## src/rtl/alu_arbiter_if.sv

```systemverilog
// Request/response channels between requesters and alu_arbiter.
// master = requester side, slave = arbiter side.
interface alu_arbiter_if #(
  parameter int NREQ = 2
);
  logic [NREQ-1:0]      req_valid_i;
  logic [NREQ-1:0]      req_ready_o;
  logic [4*NREQ-1:0]    req_op_i;
  logic [32*NREQ-1:0]   req_a_i;
  logic [32*NREQ-1:0]   req_b_i;
  logic [NREQ-1:0]      rsp_valid_o;
  logic [NREQ-1:0]      rsp_ready_i;
  logic [31:0]          rsp_result_o;
  logic                 rsp_zero_o;
  logic                 rsp_cout_o;
  logic                 rsp_ovf_o;
  logic                 rsp_err_o;

  modport slave (
    input  req_valid_i, req_op_i, req_a_i, req_b_i,
    input  rsp_ready_i,
    output req_ready_o, rsp_valid_o, rsp_result_o,
    output rsp_zero_o, rsp_cout_o, rsp_ovf_o, rsp_err_o
  );

  modport master (
    output req_valid_i, req_op_i, req_a_i, req_b_i,
    output rsp_ready_i,
    input  req_ready_o, rsp_valid_o, rsp_result_o,
    input  rsp_zero_o, rsp_cout_o, rsp_ovf_o, rsp_err_o
  );
endinterface

```

## src/rtl/alu_arbiter.sv

```systemverilog
// Round-robin sharing of one combinational ALU between two requesters.
// Optional opcode checking: define ALU_ARB_OPCHK_EN.
module alu_arbiter #(
  parameter int NREQ = 2
) (
  input  logic        clk_i,
  input  logic        rst_i,
  alu_arbiter_if.slave bus,
  output logic        alu_rst_n_o,
  output logic [31:0] alu_src1_o,
  output logic [31:0] alu_src2_o,
  output logic [3:0]  alu_ctrl_o,
  input  logic [31:0] alu_result_i,
  input  logic        alu_zero_i,
  input  logic        alu_cout_i,
  input  logic        alu_ovf_i
);
  typedef enum logic [1:0] {
    S_IDLE,
    S_EXEC,
    S_RESP
  } state_t;

  state_t            r_state;
  logic              r_prio;
  logic              r_gnt;
  logic [NREQ-1:0]   r_rsp_valid;
  logic [31:0]       r_src1;
  logic [31:0]       r_src2;
  logic [3:0]        r_ctrl;
  logic [31:0]       r_result;
  logic              r_zero;
  logic              r_cout;
  logic              r_ovf;

  logic              w_gnt;
  logic              w_acc;
  logic [3:0]        w_op;
  logic [31:0]       w_a;
  logic [31:0]       w_b;

  // prio is tried first; fall back to the other port
  assign w_gnt = bus.req_valid_i[r_prio] ? r_prio : ~r_prio;
  assign w_acc = (r_state == S_IDLE) && (|bus.req_valid_i);
  assign w_op  = w_gnt ? bus.req_op_i[7:4]  : bus.req_op_i[3:0];
  assign w_a   = w_gnt ? bus.req_a_i[63:32] : bus.req_a_i[31:0];
  assign w_b   = w_gnt ? bus.req_b_i[63:32] : bus.req_b_i[31:0];

  assign bus.req_ready_o = !w_acc ? 2'b00 :
                           (w_gnt ? 2'b10 : 2'b01);

  assign alu_rst_n_o      = ~rst_i;
  assign alu_src1_o       = r_src1;
  assign alu_src2_o       = r_src2;
  assign alu_ctrl_o       = r_ctrl;
  assign bus.rsp_valid_o  = r_rsp_valid;
  assign bus.rsp_result_o = r_result;
  assign bus.rsp_zero_o   = r_zero;
  assign bus.rsp_cout_o   = r_cout;
  assign bus.rsp_ovf_o    = r_ovf;

`ifdef ALU_ARB_OPCHK_EN
  logic w_legal;
  logic r_bad;
  logic r_err;

  always_comb begin
    w_legal = 1'b0;
    unique case (w_op)
      4'b0000, 4'b0001, 4'b0010, 4'b0110,
      4'b1100, 4'b1101, 4'b0111: w_legal = 1'b1;
      default:                   w_legal = 1'b0;
    endcase
  end

  assign bus.rsp_err_o = r_err;
`else
  assign bus.rsp_err_o = 1'b0;
`endif

  always_ff @(posedge clk_i) begin
    if (rst_i) begin
      r_state     <= S_IDLE;
      r_prio      <= 1'b0;
      r_gnt       <= 1'b0;
      r_rsp_valid <= '0;
      r_src1      <= '0;
      r_src2      <= '0;
      r_ctrl      <= 4'b0010;
      r_result    <= '0;
      r_zero      <= 1'b0;
      r_cout      <= 1'b0;
      r_ovf       <= 1'b0;
`ifdef ALU_ARB_OPCHK_EN
      r_bad       <= 1'b0;
      r_err       <= 1'b0;
`endif
    end else begin
      unique case (r_state)
        S_IDLE: begin
          if (w_acc) begin
            r_gnt   <= w_gnt;
            r_src1  <= w_a;
            r_src2  <= w_b;
`ifdef ALU_ARB_OPCHK_EN
            // illegal codes never reach the ALU
            if (w_legal) r_ctrl <= w_op;
            r_bad   <= ~w_legal;
`else
            r_ctrl  <= w_op;
`endif
            r_state <= S_EXEC;
          end
        end
        S_EXEC: begin
`ifdef ALU_ARB_OPCHK_EN
          r_result <= r_bad ? 32'd0 : alu_result_i;
          r_zero   <= ~r_bad & alu_zero_i;
          r_cout   <= ~r_bad & alu_cout_i;
          r_ovf    <= ~r_bad & alu_ovf_i;
          r_err    <= r_bad;
`else
          r_result <= alu_result_i;
          r_zero   <= alu_zero_i;
          r_cout   <= alu_cout_i;
          r_ovf    <= alu_ovf_i;
`endif
          r_rsp_valid <= r_gnt ? 2'b10 : 2'b01;
          r_state     <= S_RESP;
        end
        S_RESP: begin
          if (bus.rsp_ready_i[r_gnt]) begin
            r_rsp_valid <= '0;
            r_prio      <= ~r_gnt;
            r_state     <= S_IDLE;
          end
        end
        default: r_state <= S_IDLE;
      endcase
    end
  end
endmodule

```

## src/flat_wrapper.sv

```systemverilog
// flat-port wrapper written by rule: the top's interface ports become plain ports
module alu_arbiter_flat 
#(
  parameter int NREQ = 2
)
  (clk_i, rst_i, alu_rst_n_o, alu_src1_o, alu_src2_o, alu_ctrl_o, alu_result_i, alu_zero_i, alu_cout_i, alu_ovf_i, bus_req_valid_i, bus_req_op_i, bus_req_a_i, bus_req_b_i, bus_rsp_ready_i, bus_req_ready_o, bus_rsp_valid_o, bus_rsp_result_o, bus_rsp_zero_o, bus_rsp_cout_o, bus_rsp_ovf_o, bus_rsp_err_o);
  alu_arbiter_if #(.NREQ(NREQ)) bus_i ();
  input  logic clk_i;
  input  logic rst_i;
  output logic alu_rst_n_o;
  output logic [31:0] alu_src1_o;
  output logic [31:0] alu_src2_o;
  output logic [3:0] alu_ctrl_o;
  input  logic [31:0] alu_result_i;
  input  logic alu_zero_i;
  input  logic alu_cout_i;
  input  logic alu_ovf_i;
  input wire logic [$bits(bus_i.req_valid_i)-1:0] bus_req_valid_i;
  input wire logic [$bits(bus_i.req_op_i)-1:0] bus_req_op_i;
  input wire logic [$bits(bus_i.req_a_i)-1:0] bus_req_a_i;
  input wire logic [$bits(bus_i.req_b_i)-1:0] bus_req_b_i;
  input wire logic [$bits(bus_i.rsp_ready_i)-1:0] bus_rsp_ready_i;
  output wire logic [$bits(bus_i.req_ready_o)-1:0] bus_req_ready_o;
  output wire logic [$bits(bus_i.rsp_valid_o)-1:0] bus_rsp_valid_o;
  output wire logic [$bits(bus_i.rsp_result_o)-1:0] bus_rsp_result_o;
  output wire logic [$bits(bus_i.rsp_zero_o)-1:0] bus_rsp_zero_o;
  output wire logic [$bits(bus_i.rsp_cout_o)-1:0] bus_rsp_cout_o;
  output wire logic [$bits(bus_i.rsp_ovf_o)-1:0] bus_rsp_ovf_o;
  output wire logic [$bits(bus_i.rsp_err_o)-1:0] bus_rsp_err_o;
  assign bus_i.req_valid_i = bus_req_valid_i;
  assign bus_i.req_op_i = bus_req_op_i;
  assign bus_i.req_a_i = bus_req_a_i;
  assign bus_i.req_b_i = bus_req_b_i;
  assign bus_i.rsp_ready_i = bus_rsp_ready_i;
  assign bus_req_ready_o = bus_i.req_ready_o;
  assign bus_rsp_valid_o = bus_i.rsp_valid_o;
  assign bus_rsp_result_o = bus_i.rsp_result_o;
  assign bus_rsp_zero_o = bus_i.rsp_zero_o;
  assign bus_rsp_cout_o = bus_i.rsp_cout_o;
  assign bus_rsp_ovf_o = bus_i.rsp_ovf_o;
  assign bus_rsp_err_o = bus_i.rsp_err_o;
  alu_arbiter #(.NREQ(NREQ)) u_core (.clk_i(clk_i), .rst_i(rst_i), .bus(bus_i), .alu_rst_n_o(alu_rst_n_o), .alu_src1_o(alu_src1_o), .alu_src2_o(alu_src2_o), .alu_ctrl_o(alu_ctrl_o), .alu_result_i(alu_result_i), .alu_zero_i(alu_zero_i), .alu_cout_i(alu_cout_i), .alu_ovf_i(alu_ovf_i));
endmodule
```

## config.mk

```make
export PLATFORM = sky130hd
export DESIGN_NAME = alu_arbiter_flat
export DESIGN_NICKNAME = d
export VERILOG_FILES = /design/src/rtl/alu_arbiter_if.sv /design/src/rtl/alu_arbiter.sv /design/src/flat_wrapper.sv
export SDC_FILE = /design/constraint.sdc
export NUM_CORES = 1
export LEC_CHECK = 0
export ABC_CLOCK_PERIOD_IN_PS = 3000
export BUFFER_PORTS_ARGS = -buffer_cell sky130_fd_sc_hd__buf_2
export CORE_AREA = 2 2 112 114
export CTS_CLUSTER_DIAMETER = 100
export DETAILED_ROUTE_END_ITERATION = 8
export DIE_AREA = 0 0 114 116
export GPL_ROUTABILITY_DRIVEN = 1
export PLACE_DENSITY = 0.88
export SLEW_MARGIN = 15
export SYNTH_ARGS = -nofsm -noshare
export SYNTH_HDL_FRONTEND = slang
export SYNTH_SLANG_ARGS = --single-unit
```

## constraint.sdc

```tcl
create_clock -name clk_i -period 3 [get_ports clk_i]
set_input_delay 0.15 -clock clk_i [delete_from_list [all_inputs] [get_ports clk_i]]
set_output_delay 0.15 -clock clk_i [all_outputs]
set_load 0.05 [all_outputs]
```

==> results.py <==
metrics = {
    "route": {
        "drc": 0,
        "wl_per_cell_um": 16.49,
        "drt-met1-wl_um": 6627,
        "ant_nets": 0,
        "first_pass_iters": 8,
        "vias_per_cell": 5.624,
        "wl_met2_um": 7615,
        "vias": 5512,
        "dr.max_layer_used": "met4",
        "routed_wl_um": 16160,
        "drt_iter0_drc": 505,
        "wl_met3_um": 1342,
    },
    "placement": {
        "place_area_um2": 6324,
        "gp_congestion": 0.8324,
        "io_buffers": 284,
        "dp.cells": 964,
        "place_worst_setup_slack_ps": 919.9,
        "post-dp-hpwl_um": 11120,
    },
    "status": {
        "status": "completed",
    },
    "worst_setup_path": {
        "cp.required_ps": 2850,
        "start_kind": "register",
        "r2r_end": "u_core.alu_src2_o[6]",
        "end_kind": "primary output",
        "arrival_ps": 2170,
        "worst-r2r-cell-count": 4,
        "reg2reg_slack_ps": 940,
        "critPathKind": "register to primary output",
        "cp_max_fo": 36,
        "r2r_start": "u_core.r_prio",
    },
    "timing": {
        "grt_setup_unrepaired": "no",
        "final.period_utilization_pct": 77.26,
        "setup_tns_ps": 0,
        "max_slew.worst_pin.slew_ps": 918.2,
        "clock_skew_ps": 7.711,
        "slew_viol_final": 0,
        "max_clock_freq_mhz": 431.4,
        "layout_setup_ws_ps": 682.1,
        "fin_hold_ws_ps": 34.02,
        "hold_viol": 0,
        "finalCriticalPeriod_ps": 2318,
        "relSlewSlack_pct": 38.79,
        "setup_viol": 0,
    },
    "logic_synthesis": {
        "synth_cell_types": 33,
        "yosysWarnings": 0,
        "synth_cells": 595,
        "synth_edf_count": 0,
        "ys_seq_elements": 109,
        "yosysTopAreaCell": "dfxtp_1",
        "synth_area_um2": 4901,
        "synth_fp_nets": 772,
        "synth-seq-area-share_pct": 44.52,
        "synthFlopType": "dfxtp_1",
        "yosysTopAreaCellShare_pct": 44.52,
        "post_synth.cell_area_avg_um2": 8.237,
        "async_flop_share_pct": 0,
        "synthTopCellsByArea": "dfxtp_1, a21oi_1, a311oi_1, o21ai_0, nand3_1",
    },
    "global_route": {
        "grt_pass1_vias": 5036,
        "grt_max_degree": 59,
        "grt_usage_pct": 23.12,
        "grt_first_pass_wirelength_um": 24470,
        "antenna_found_initial": 0,
        "overflow": 0,
    },
    "clocking": {
        "path_clk_slew_ps": 70,
        "cts-root-buf": "clkbuf_16",
        "clock_latency_ps": 350,
        "cts_buffers": 9,
        "cts_hold_buf": 0,
        "cts_setup_buffers": 0,
        "cts_sinks": 109,
        "clock_path_buffers": 2,
        "ctsResizeCount": 0,
        "cts_tree": "built",
        "htreeDepth": 3,
    },
    "hold_path": {
        "hp-start": "alu_result_i[21]",
        "whs_endpoint": "u_core.bus.rsp_result_o[21]",
        "holdPathStages": 3,
        "worstHoldPathType": "primary input to register",
    },
    "final_layout": {
        "final_cells": 980,
        "layout-drive-gt1-share_pct": 41.18,
        "nets": 1005,
        "diodes": 0,
        "area_growth_pct": 35.54,
        "stdcell_area_um2": 6643,
        "fin_util_pct": 55.77,
        "fillCellCount": 1120,
    },
    "job": {
        "max_cap_violations": 0,
    },
    "die": {
        "die_w_um": 114,
        "coreArea_um2": 11910,
        "io_pins": 286,
        "placementRows": 40,
        "start_util_pct": 41.14,
        "die_h_um": 116,
        "dieArea_um2": 13220,
    },
    "power": {
        "ir_worst_vdd_mv": 0.3131,
        "finalPower_mw": 4.510,
        "powerDensity_nw_per_um2": 679.0,
        "p_leak_nw": 2.972,
    },
}
==> state kept, by name, summed over array words and instances (netlist names) <==
name                     flops
u_core.alu_src1_o           32
u_core.alu_src2_o           32
u_core.bus.rsp_result_o     32
u_core.alu_ctrl_o            4
u_core.bus.rsp_valid_o       2
u_core.r_state               2
u_core.bus.rsp_cout_o        1
u_core.bus.rsp_ovf_o         1
u_core.bus.rsp_zero_o        1
u_core.r_gnt                 1
u_core.r_prio                1
==> Yosys cell counts (all sizes together) (2+ instances only) <==
library cell and number:
a21oi 106, a311oi 67, buf 22, clkbuf 54, dfxtp 109, inv 2, nand2 72, nand2b 3
nand3 68, nand3b 2, nor2 3, nor2b 2, o21ai 71
==> routing by layer <==
metal | GRT usage [%] | up-vias
met5 | 0 | -
met4 | 12.44 | 0
met3 | 5.335 | 51
met2 | 38.45 | 294
met1 | 27.89 | 2512
li1 | - | 2655
==> critical path, stage by stage (launching register included) <==
cell	delay (ps)
dfxtp_1	470
nand2b_2	700
nand4_1	220
inv_1	130
buf_2	270
==> worst max-delay path by stage <==
stage	depth (start not counted)	startpoint	slack (ps)	to
2_1_floorplan	5	u_core.r_state[0]	1040	bus_req_ready_o[0]
3_3_place_gp	4	u_core.r_prio	1030	u_core.alu_src2_o[22]
3_5_place_dp	4	u_core.r_prio	920	u_core.alu_src2_o[18]
4_1_cts	4	u_core.r_prio	700	bus_req_ready_o[1]
5_1_grt	4	u_core.r_prio	570	bus_req_ready_o[1]
6_report	4	u_core.r_prio	680	bus_req_ready_o[1]
==> placed cells by master (no fill, tap or decap), types with 2 or more instances in the layout <==
cell	Yosys	final
nor2_1	2	2
nand2b_2	0	2
inv_6	0	2
dfxtp_1	109	109
nand2_1	72	72
a21oi_1	106	106
buf_12	0	2
buf_2	15	283
nand3b_1	2	2
inv_1	2	2
a311oi_1	48	48
buf_4	2	13
clkbuf_8	0	3
nand3_1	68	68
clkbuf_16	0	9
o21ai_0	71	71
a311oi_2	19	19
==> power by group <==
part / internal (mW) / leakage, nW / switching [mW]
combinational: 0.427 / 1.91 / 1.11
sequential: 1.61 / 0.900 / 0.0959
clock: 0.721 / 0.160 / 0.542
total: 2.76 / 2.97 / 1.75
==> final cells by class <==
class	instances	area, µm²	share of cell area, %
clock inverters	4	52.55	0.7911
inverters	2	7.507	0.1130
flip-flops and latches	109	2182	32.85
multi-input cells	408	2396	36.07
well taps	147	183.9	2.769
repair buffers	298	1554	23.39
clock buffers	12	266.5	4.012
==> cells by family (layout without fill, tap and decap cells) <==
group / count (synthesis) / after routing / share of synthesized area [%]
other: 1 / 1 / 0.07652
multiplexers: 1 / 1 / 0.2042
flip-flops: 109 / 109 / 44.52
AO/OA/AOI/OAI: 249 / 249 / 33.50
buffers and inverters: 78 / 316 / 6.969
AND/OR/NAND/NOR: 157 / 157 / 14.73
Note: power is estimated with default switching activity, not from simulation.
